<file path="config.mk">
export PLATFORM = sky130hd
export DESIGN_NAME = pe_acc
export DESIGN_NICKNAME = d
export VERILOG_FILES = /design/src/rtl/pe_acc.sv
export SDC_FILE = /design/constraint.sdc
export NUM_CORES = 1
export LEC_CHECK = 0
export ABC_CLOCK_PERIOD_IN_PS = 3200
export BUFFER_PORTS_ARGS = -buffer_cell sky130_fd_sc_hd__buf_2
export CORE_ASPECT_RATIO = 2
export CORE_UTILIZATION = 57
export CTS_BUF_LIST = sky130_fd_sc_hd__clkbuf_4 sky130_fd_sc_hd__clkbuf_8
export DETAILED_ROUTE_END_ITERATION = 10
export PLACE_DENSITY = 0.9
export SETUP_SLACK_MARGIN = 0.15
export SLEW_MARGIN = 5
export SYNTH_ARGS = -nofsm -noshare
export SYNTH_HDL_FRONTEND = slang
export SYNTH_SLANG_ARGS = --single-unit
</file>
<file path="constraint.sdc">
create_clock -name clk -period 3.2 [get_ports clk]
set_clock_uncertainty 0.2 [all_clocks]
set_input_delay 0.64 -clock clk [delete_from_list [all_inputs] [get_ports clk]]
set_output_delay 0.64 -clock clk [all_outputs]
set_load 0.05 [all_outputs]
</file>
<file path="src/rtl/pe_acc.sv">
// pe_acc: saturating dot-product accumulator behind one processing element.
// Sums acc_len unsigned products into an ACC_W result and hands it off over
// a valid/ready handshake. Product and drop flag positions are registered.
// Ports:
//   clk, rst_n           clock, asynchronous active-low reset
//   acc_start, acc_len   begin an accumulation of acc_len products
//   acc_clr              synchronous abort back to IDLE
//   prod_vld, prod_data  product stream from the PE (c1_vld / c1_data)
//   res_vld, res_data    finished sum, held until res_rdy
//   res_ovf              sum saturated (qualified by res_vld)
//   res_rdy              consumer accepts the result
//   acc_busy             state is ACC or DONE
//   drop_err             one-cycle pulse per product seen outside ACC
module pe_acc #(
    parameter int PROD_W = 16,
    parameter int ACC_W  = 24,
    parameter int LEN_W  = 8
) (
    input  logic              clk,
    input  logic              rst_n,
    input  logic              acc_start,
    input  logic [LEN_W-1:0]  acc_len,
    input  logic              acc_clr,
    input  logic              prod_vld,
    input  logic [PROD_W-1:0] prod_data,
    output logic              res_vld,
    output logic [ACC_W-1:0]  res_data,
    output logic              res_ovf,
    input  logic              res_rdy,
    output logic              acc_busy,
    output logic              drop_err
);

    typedef enum logic [1:0] {
        S_IDLE = 2'd0,
        S_ACC  = 2'd1,
        S_DONE = 2'd2
    } state_t;

    state_t             r_state;
    state_t             w_state_nxt;

    logic [ACC_W-1:0]   r_acc;
    logic [LEN_W-1:0]   r_rem;
    logic               r_ovf;
    logic               r_drop;

    logic               w_load;
    logic               w_take;
    logic               w_last;
    logic               w_len_zero;
    logic [ACC_W:0]     w_sum;
    logic               w_carry;
    logic               w_drop_nxt;

    // A start is accepted in IDLE, or in DONE only together with the
    // handshake that retires the current result (back-to-back start).
    assign w_load     = acc_start &&
                        ((r_state == S_IDLE) ||
                         ((r_state == S_DONE) && res_rdy));
    assign w_take     = (r_state == S_ACC) && prod_vld;
    assign w_last     = w_take && (r_rem == LEN_W'(1));
    assign w_len_zero = (acc_len == '0);

    // One extra bit catches the unsigned carry out of the accumulator.
    assign w_sum   = {1'b0, r_acc} + (ACC_W + 1)'(prod_data);
    assign w_carry = w_sum[ACC_W];

    // Products outside ACC are dropped; an abort swallows them silently.
    assign w_drop_nxt = prod_vld && !acc_clr && (r_state != S_ACC);

    always_ff @(posedge clk or negedge rst_n) begin
        if (!rst_n) begin
            r_state <= S_IDLE;
        end else begin
            r_state <= w_state_nxt;
        end
    end

    always_comb begin
        w_state_nxt = r_state;
        if (acc_clr) begin
            w_state_nxt = S_IDLE;
        end else begin
            unique case (r_state)
                S_IDLE: begin
                    if (w_load) begin
                        w_state_nxt = w_len_zero ? S_DONE : S_ACC;
                    end
                end
                S_ACC: begin
                    if (w_last) begin
                        w_state_nxt = S_DONE;
                    end
                end
                S_DONE: begin
                    if (res_rdy) begin
                        if (w_load) begin
                            w_state_nxt = w_len_zero ? S_DONE : S_ACC;
                        end else begin
                            w_state_nxt = S_IDLE;
                        end
                    end
                end
                default: begin
                    w_state_nxt = S_IDLE;
                end
            endcase
        end
    end

    // The accumulator itself is the result register: it stops changing
    // once the last product lands, so it is stable for the whole of DONE.
    always_ff @(posedge clk or negedge rst_n) begin
        if (!rst_n) begin
            r_acc <= '0;
            r_rem <= '0;
            r_ovf <= 1'b0;
        end else if (acc_clr) begin
            r_acc <= '0;
            r_rem <= '0;
            r_ovf <= 1'b0;
        end else if (w_load) begin
            r_acc <= '0;
            r_rem <= acc_len;
            r_ovf <= 1'b0;
        end else if (w_take) begin
            r_acc <= w_carry ? '1 : w_sum[ACC_W-1:0];
            r_ovf <= r_ovf | w_carry;
            r_rem <= r_rem - LEN_W'(1);
        end
    end

    always_ff @(posedge clk or negedge rst_n) begin
        if (!rst_n) begin
            r_drop <= 1'b0;
        end else begin
            r_drop <= w_drop_nxt;
        end
    end

    assign res_vld  = (r_state == S_DONE);
    assign res_data = r_acc;
    assign res_ovf  = r_ovf;
    assign acc_busy = (r_state != S_IDLE);
    assign drop_err = r_drop;

endmodule

</file>
* After elaboration in Yosys (flattened, before gate mapping)
Index checks and enable logic that the tools add are counted.
Word-level totals: register bits 36, output and inout port bits 28, input port bits 30, logic and storage cells 45
Operators by class: add/sub/neg operators 2, reduce and logical (&&, ||, !) cells 13, bitwise gates (word level) 1, multiplexer cells 17, equality and inequality tests 7
Operator list (number):
- $mux W24 | 4
- $add A24 B16 Y25 | 1
- $mux W8 | 3
- $mux W2 | 6
- $eq A8 B1 Y1 const B | 1
- $logic_not A8 Y1 | 1
- $sub A8 B1 Y8 const B | 1
- $logic_and A1 B1 Y1 | 6
- $ne A3 B3 Y1 const B | 2
- $pmux W2 S3 | 1
- $mux W1 | 3
- $ne A3 B2 Y1 const B | 1
- $reduce_and A3 Y1 | 1
- $reduce_bool A3 Y1 | 1
- $eq A2 B1 Y1 const B | 1
- $eq A2 B2 Y1 const B | 1
- $logic_not A2 Y1 | 1
- $ne A2 B1 Y1 const B | 1
- $reduce_bool A2 Y1 | 1
- $logic_not A1 Y1 | 1
- $logic_or A1 B1 Y1 | 1
- $or A1 B1 Y1 | 1

* Longest topological paths before layout
Gate-level depths: netlist of run 1.
word-level depth 8, depth in mapped cells 9, gate-level depth less buffers 8

* Worst setup path after synthesis of run 1
OpenSTA, ideal clock, no wires.
kind flip-flop to flip-flop, start register r_acc[0] (netlist: res_data[0]), end register r_acc[23] (netlist: res_data[23]), cell stages (with the launch flop) 9, data arrival time 2393 ps, period minus slack after synthesis 2722 ps, slack 478 ps, path buffers 0, library setup time 130 ps, required time 2870 ps, cells stage by stage dfrtp_1 ha_1 fa_1 a211oi_1 o21ai_0 a21oi_1 a21oi_2 nor4_1 nor3b_1
Between the ends: longest elaborated chain between the ends 5
RTL lines:
- from (decl) | line 43 | logic [ACC_W-1:0] r_acc;
- from (signal assigned) | line 128 | r_acc <= w_carry ? '1 : w_sum[ACC_W-1:0];
- $add A24 B16 Y25 | line 66 | assign w_sum = {1'b0, r_acc} + (ACC_W + 1)'(prod_data);
- $mux W24 | line 128
- $mux W24 | line 127 | end else if (w_take) begin
- $mux W24 | line 123 | end else if (w_load) begin
- $mux W24 | line 119 | end else if (acc_clr) begin
No other way between the ends. The select of a mux whose other input is x is not followed. A chain may end at the register's enable or synchronous reset.

* Worst setup path after layout of run 1
start input prod_data[0], end register r_acc[10] (netlist: res_data[10])
Between the ends: longest elaborated chain between the ends 5
RTL lines:
- from (decl) | line 25 | input logic [PROD_W-1:0] prod_data,
- $add A24 B16 Y25 | line 66
- $mux W24 | line 128
- $mux W24 | line 127
- $mux W24 | line 123
- $mux W24 | line 119
No other way between the ends. The select of a mux whose other input is x is not followed.

==> results of run 1 <==
==> per-layer routing <==
metal | vias to the layer above | global-route usage (%) | share of wire (%)
met5 | - | 0 | 0
met4 | 0 | 20.30 | 4.9
met3 | 29 | 3.788 | 4.2
met2 | 93 | 56.88 | 55
met1 | 1295 | 29.87 | 36
li1 | 1278 | - | -
==> metrics by stage <==
step | worst slack [ns] | area, um^2 | total power (W) | utilization [%]
floorplan | 0.4778 | 2751 | 0.0007671 | -
global placement | 0.2862 | 3054 | 0.0008554 | 66.42
detailed placement | 0.2263 | 3054 | 0.0008654 | 66.42
CTS | 0.4186 | 3147 | 0.001209 | 68.44
global route | 0.2408 | 3147 | 0.001257 | 68.44
finish | 0.3718 | 3147 | 0.001207 | 68.44
==> synthesized netlist by cell type (4+ instances only) <==
| cell | instances | area, um^2 |
|---|---|---|
| sky130_fd_sc_hd__dfrtp_1 | 36 | 900.9 |
| sky130_fd_sc_hd__nand2_1 | 27 | 101.4 |
| sky130_fd_sc_hd__a211oi_1 | 10 | 75.07 |
| sky130_fd_sc_hd__ha_1 | 18 | 225.2 |
| sky130_fd_sc_hd__o21ai_0 | 12 | 60.06 |
| sky130_fd_sc_hd__a21oi_1 | 18 | 90.09 |
| sky130_fd_sc_hd__inv_1 | 7 | 26.28 |
| sky130_fd_sc_hd__xnor2_1 | 13 | 113.9 |
| sky130_fd_sc_hd__clkbuf_1 | 4 | 15.01 |
| sky130_fd_sc_hd__nand3_1 | 10 | 50.05 |
| sky130_fd_sc_hd__o21ai_1 | 8 | 40.04 |
| sky130_fd_sc_hd__nand2b_1 | 5 | 31.28 |
| sky130_fd_sc_hd__a21o_1 | 5 | 37.54 |
| sky130_fd_sc_hd__nor3_1 | 5 | 25.02 |
| sky130_fd_sc_hd__o21a_1 | 11 | 82.58 |
| sky130_fd_sc_hd__o211ai_1 | 13 | 97.59 |
| sky130_fd_sc_hd__nor2_1 | 26 | 97.59 |
==> worst max-delay path: stages <==
cell and delay, ns:
sky130_fd_sc_hd__buf_2 0.10, sky130_fd_sc_hd__ha_1 0.23, sky130_fd_sc_hd__fa_1 0.44, sky130_fd_sc_hd__a211oi_1 0.44, sky130_fd_sc_hd__o21ai_0 0.16, sky130_fd_sc_hd__a21oi_1 0.14
sky130_fd_sc_hd__buf_4 0.15, sky130_fd_sc_hd__a21oi_2 0.11, sky130_fd_sc_hd__nand2_4 0.23, sky130_fd_sc_hd__o211ai_1 0.13
==> layout make-up <==
cell class / instances / area [um^2]
fill: 401 / 1451
clock buffer: 7 / 83.83
sequential: 36 / 900.9
inverter: 7 / 26.28
tap: 55 / 68.82
multi-input combinational: 253 / 1735
clock inverter: 1 / 8.758
timing repair buffer: 62 / 322.8
==> how the worst min path moves through the flow <==
| stage | slack, ns | cells after the start | endpoint |
|---|---|---|---|
| 6_report | 0.24 | 1 | res_data[6] |
| 5_1_grt | 0.32 | 1 | res_data[0] |
| 4_1_cts | 0.27 | 1 | res_data[6] |
| 3_5_place_dp | 0.28 | 2 | res_ovf |
| 3_3_place_gp | 0.26 | 2 | res_ovf |
| 2_1_floorplan | 0.14 | 0 | drop_err |
==> cell families (layout without fill, tap and decap cells) <==
| family | after synthesis | count (layout) |
|---|---|---|
| flip-flops | 36 | 36 |
| buffers and inverters | 21 | 77 |
| adder cells (fa/ha/maj) | 19 | 19 |
| XOR/XNOR | 16 | 16 |
| multiplexers | 3 | 3 |
| AND/OR/NAND/NOR | 103 | 103 |
| AO/OA/AOI/OAI | 112 | 112 |
==> where the power goes <==
part           switching, W  total [W]  internal (W)
Sequential        0.0000257   0.000506      0.000481
Clock              0.000172   0.000345      0.000173
Combinational      0.000227   0.000356      0.000129
Total              0.000425    0.00121      0.000782
==> flip-flops by register name, summed over array words and instances (netlist names) <==
name      count
res_data     24
r_rem         8
r_state       2
drop_err      1
res_ovf       1
==> key figures, run 1 <==
Floorplanning
  • Total core area: 4598 um^2
  • Number of placed I/O pins: 58
  • Die outline height: 100.3 um
  • Die Footprint: 5126 um^2
  • Initial core utilization: 59.84%
  • Num rows: 35
  • Die width: 51.13 um

Logic synthesis
  • Parity-gate share of the synthesized area counting xor and xnor cells: 5.093%
  • Total standard cell area after synthesis: 2751 um^2
  • Asr flop ratio synth: 100.0%
  • Gate count after technology mapping: 310
  • Compound-cell area share of the yosys netlist: 29.10%
  • Total nets after synthesis: 359
  • Main combinational cell family by area after synthesis: compound AO/OA/AOI/OAI gates
  • Multiplexer share of the synthesized area: 1.091%
  • Prevailing post-synth register cell: sky130_fd_sc_hd__dfrtp_1
  • Count of distinct cell types in the synthesized netlist: 63
  • Post-Syn Area per Cell: 8.875 um^2
  • Adder-cell share of the synthesized area: 8.913%
  • Simple logic cell fraction of the synthesized area: 18.87%
  • Post-synth EDFFs: 0
  • Number of flip-flops and latches in the synthesized netlist: 36
  • Share of synthesized area occupied by flip-flops and latches: 32.74%
  • Synth warn: 0

CTS
  • Number of buffers added by the clock tree synthesis step: 5
  • Clock transition at path regs: 0.08 ns
  • Buffers from clock root to sink, at most: 2
  • CTS tree: done
  • Number of cells upsized or downsized after cts: 0
  • Number of clock sinks: 36
  • Clock root buffer: sky130_fd_sc_hd__clkbuf_8
  • Htree depth: 2
  • Post-CTS Setup Inserts: 0
  • Cts hold-fix bufs: 0
  • Worst-Skew Late Latency: 0.30 ns

Routing
  • Via count of the routed design: 2695
  • Detailed Route WL: 7232 um
  • Number of iterations in the first detailed-routing pass: 4
  • DRC violation count after routing: 0
  • ANT nets after route: 0
  • Via density: 6.401
  • Initial drt markers: 59
  • Detail-routed net length per standard cell: 17.18 um

Final layout
  • Area growth, synth to finish: 14.37%
  • Antenna diode instance count: 0
  • Leading cell type in the layout, fill and taps excluded: sky130_fd_sc_hd__buf_2
  • Most frequent cells in the layout: sky130_fd_sc_hd__buf_2 (57), sky130_fd_sc_hd__dfrtp_1 (36), sky130_fd_sc_hd__nand2_1 (27)
  • Fraction of final layout cells with drive strength greater than 1: 22.40%
  • Non-filler instance count after layout: 421
  • Net total in the final layout: 414

Critical path
  • R2r setup slk: 0.40 ns
  • Critical path startpoint category: primary input
  • Largest fanout on the critical path: 21
  • Critical setup path kind: primary input to flop
  • Termination of the worst setup path: res_data[10]
  • Endpoint required time on the critical path: 3.16 ns
  • Worst path arrival time: 2.78 ns
  • Kind of end point of the critical path: flop
  • Reg-to-Reg End: res_data[10]
  • Timing startpoint of the critical path: prod_data[0]
  • Worst reg2reg path startpoint: res_data[0]
  • R2R depth: 9

Timing
  • Max_slew headroom: 40.91%
  • RSZ-0062 raised after global routing: no
  • Post-Route Hold Slack: 0.2405 ns
  • Max Clk Rate: 353.6 MHz
  • Slew Limit Fails: 0
  • Hold Fails Final Rpt: 0
  • Period utilisation layout: 88.38%
  • Number of setup violations in the final report: 0
  • Slew @ Worst Pin: 0.8831 ns
  • Setup total negative slack: 0 ns
  • Fin crit period: 2.828 ns

Pwr
  • Power density relative to cell area: 383.7 nW/um^2
  • IR Drop Worst-Case VDD: 358.7 uV
  • Leakage component of the power: 1.511 nW

GRT
  • Wire length of the first global-routing pass: 11790 um
  • Number of global-route vias before repair: 2656
  • Global route total overflow: 0
  • Pin count of the biggest net entering global routing: 37
  • Antenna violations before repair: 0
  • Total routing usage reported by global routing: 30.58%

Place
  • Routability congestion estimate from global placement: 0.9397
  • Number of buffer cells added on primary ports: 57
  • Placed cell count: 413
  • Detailed placement HPWL: 5441 um

Run status
  • Result of the run: finished, final reports clean

Min path
  • Type of the tightest min-delay check: primary input to asynchronous set/reset pin

Flow run
  • Max cap viols: 0
No activity file was read; power rests on OpenSTA's default activity.
==> inputs of run 2 (changes only) <==
Settings changed: CAP_MARGIN from default to 20, CELL_PAD_IN_SITES_DETAIL_PLACEMENT from default to 2, CELL_PAD_IN_SITES_GLOBAL_PLACEMENT from default to 2, CORE_UTILIZATION 57 to 34, PLACE_DENSITY 0.9 to 0.89.
==> run 2 against run 1 <==
Compared with the run above: maximum frequency is 2.9% higher; total power grew 1.6%; worst hold slack worse by 0.010 ns; register-to-register slack gained 0.08 ns; sequential cell count unchanged; die area up 65%; core utilization shrank 28 points; wire length grew 28%; critical path depth stayed put; critical endpoint is now res_data[19].
==> key figures, run 2 (synthesized netlist as in run 1, its figures left out) <==
Final layout
  • Area used by multi-input combinational logic: 1735 um^2 (unchanged)
  • Antenna diode instance count: 0 (unchanged)
  • Non-filler instance count after layout: 464 (+10%)
  • Fraction of final layout cells with drive strength greater than 1: 22.83% (+0.42 points)
  • Leading cell type in the layout, fill and taps excluded: sky130_fd_sc_hd__buf_2
  • Final non-filler cell area: 3208 um^2 (+1.9%)
  • Sequential cell area in the final layout: 900.9 um^2 (unchanged)
  • Area growth, synth to finish: 16.60%
  • Net total in the final layout: 416 (+0.48%)
  • Most frequent cells in the layout: sky130_fd_sc_hd__buf_2 (57), sky130_fd_sc_hd__dfrtp_1 (36), sky130_fd_sc_hd__nand2_1 (27)
  • Number of fill cells in the layout: 884 (+120%)
  • Flip-flop count of the largest register after layout: 24 (unchanged)

Routing
  • Detail-routed net length per standard cell: 19.90 um (+16%)
  • ANT nets after route: 0 (unchanged)
  • Via count of the routed design: 2692 (-0.11%)
  • Number of iterations in the first detailed-routing pass: 6 (+2)
  • Via density: 5.802 (-9.4%)
  • DRC violation count after routing: 0 (unchanged)
  • Initial drt markers: 39 (-34%)
  • Detailed Route WL: 9232 um (+28%)

Pwr
  • IR Drop Worst-Case VDD: 292.8 uV (-18%)
  • Power after layout: 0.001226 W (+1.6%)
  • Part of the power in the clock network: 28.2% (-0.4 points)
  • Net switching power of the design: 0.0004624 W (+8.8%)
  • Power density relative to cell area: 382.3 nW/um^2 (-0.37%)
  • Internal power: 0.0007640 W (-2.4%)
  • Leakage component of the power: 1.519 nW (+0.53%)
  • Sequential Power Share: 41.5% (-0.4 points)
  • Sw frac: 37.71% (+2.5 points)
  • Combinational power share: 30.3% (+0.8 points)

GRT
  • Antenna violations before repair: 0 (unchanged)
  • Global route total overflow: 0 (unchanged)
  • Number of global-route vias before repair: 2981 (+12%)
  • Wire length of the first global-routing pass: 15240 um (+29%)
  • Total routing usage reported by global routing: 23.66% (-6.9 points)
  • Pin count of the biggest net entering global routing: 37 (unchanged)

CTS
  • Buffers from clock root to sink, at most: 2 (unchanged)
  • Worst-Skew Late Latency: 0.31 ns (about the same)
  • Clock root buffer: sky130_fd_sc_hd__clkbuf_8
  • Cts hold-fix bufs: 0 (unchanged)
  • Number of clock sinks: 36 (unchanged)
  • CTS tree: done
  • Number of cells upsized or downsized after cts: 0 (unchanged)
  • Clock transition at path regs: 0.09 ns (about the same)
  • Htree depth: 2 (unchanged)
  • Post-CTS Setup Inserts: 0 (unchanged)
  • Number of buffers added by the clock tree synthesis step: 5 (unchanged)

Critical path
  • Endpoint required time on the critical path: 3.16 ns (about the same)
  • Critical path startpoint category: primary input
  • CP Cell Sequence: buf_2, ha_1, fa_1, a211oi_1, o21ai_0, a21oi_1, buf_4, a21oi_2, nand2_4, nand4_1
  • Kind of end point of the critical path: flop
  • Worst path arrival time: 2.71 ns (-0.07 ns)
  • CP bufs+invs: 2 (unchanged)
  • Critical setup path kind: primary input to flop
  • Largest stage delay on the critical path: 0.45 ns (about the same)
  • Cell family contributing the most delay on the critical path: compound AO/OA/AOI/OAI gates
  • Slowest stage cell, crit path: sky130_fd_sc_hd__fa_1
  • Largest fanout on the critical path: 21 (unchanged)

Place
  • Post-Place Cell Area: 3120 um^2 (+2.2%)
  • Placed cell count: 456 (+10%)
  • Routability congestion estimate from global placement: 0.8233 (-12%)
  • Number of buffer cells added on primary ports: 57 (unchanged)
  • Detailed placement HPWL: 7448 um (+37%)

Floorplanning
  • Initial core utilization: 34.89% (-25 points)
  • Die Footprint: 8478 um^2 (+65%)
  • Die width: 65.61 um (+28%)
  • Total core area: 7885 um^2 (+71%)
  • Number of placed I/O pins: 58 (unchanged)
  • Num rows: 46 (+31%)
  • Die outline height: 129.2 um (+29%)

Timing
  • Slew @ Worst Pin: 0.9618 ns (+0.07874 ns)
  • RSZ-0062 raised after global routing: no
  • Period utilisation layout: 85.86% (-2.5 points)
  • Slew Limit Fails: 0 (unchanged)
  • Fin crit period: 2.747 ns (-0.08083 ns)
  • Setup total negative slack: 0 ns (unchanged)
  • Max Clk Rate: 364.0 MHz (+2.9%)
  • Hold Fails Final Rpt: 0 (unchanged)
  • Number of setup violations in the final report: 0 (unchanged)
  • Max_slew headroom: 35.64% (-5.3 points)

Min path
  • Type of the tightest min-delay check: primary input to asynchronous set/reset pin

Run status
  • Result of the run: finished, final reports clean

Flow run
  • Max cap viols: 0 (unchanged)
## run 2: cell count changes in the layout (fill, tap and decap cells not counted), sizes merged
cell    change
buf         +2
clkinv      +2
clkbuf      -2
## run 2: layout make-up
cell class,instances,share of cell area (%)
multi-input combinational,253,54.09
inverter,7,0.8190
clock inverter,3,0.5850
clock buffer,5,2.145
sequential,36,28.08
tap,96,3.744
timing repair buffer,64,10.53
## run 2: through the flow
step / hold slack (ns) / setup slack (ns) / util [%]
after floorplan: 0.1444 / 0.4778 / -
after global placement: 0.2683 / 0.2340 / 39.57
after detailed placement: 0.2833 / 0.1403 / 39.57
after CTS: 0.2618 / 0.4640 / 40.69
after global routing: 0.2816 / 0.2734 / 40.69
final: 0.2303 / 0.4526 / 40.69
## run 2: worst register-to-register path, stage by stage, from the launching register on
cell and delay (ns):
sky130_fd_sc_hd__dfrtp_1 0.41, sky130_fd_sc_hd__ha_1 0.23, sky130_fd_sc_hd__fa_1 0.45, sky130_fd_sc_hd__a211oi_1 0.32
sky130_fd_sc_hd__o21ai_0 0.17, sky130_fd_sc_hd__a21oi_1 0.15, sky130_fd_sc_hd__buf_4 0.15, sky130_fd_sc_hd__a21oi_2 0.12
sky130_fd_sc_hd__nand2_4 0.24, sky130_fd_sc_hd__nand4_1 0.15
## run 2: power by group through the flow
stage,clock (W),sequential [W],combinational [W]
detailed placement,0,0.000517,0.000374
global route,0.000368,0.000512,0.000406
CTS,0.000354,0.000509,0.000377
finish,0.000346,0.000509,0.000371
floorplan,0,0.000544,0.000223
global placement,0,0.000514,0.000356
## run 2: path summary, 6_finish.rpt
check | start | to | slack, ns | depth (start not counted)
min in group clk | res_ovf | res_ovf | 0.30 | 2
min reg2reg | res_ovf | res_ovf | 0.30 | 2
max | prod_data[0] | res_data[19] | 0.45 | 10
max in group asynchronous | rst_n | r_rem[2] | 2.02 | 1
min | rst_n | res_data[15] | 0.23 | 1
max reg2reg | res_data[0] | res_data[19] | 0.48 | 9
## run 2: metal layers
layer  GRT usage [%]  routed length [um]
met5               0                   0
met2           46.03                5466
met1           23.65                3206
met4           11.51                 347
met3           2.905                 212
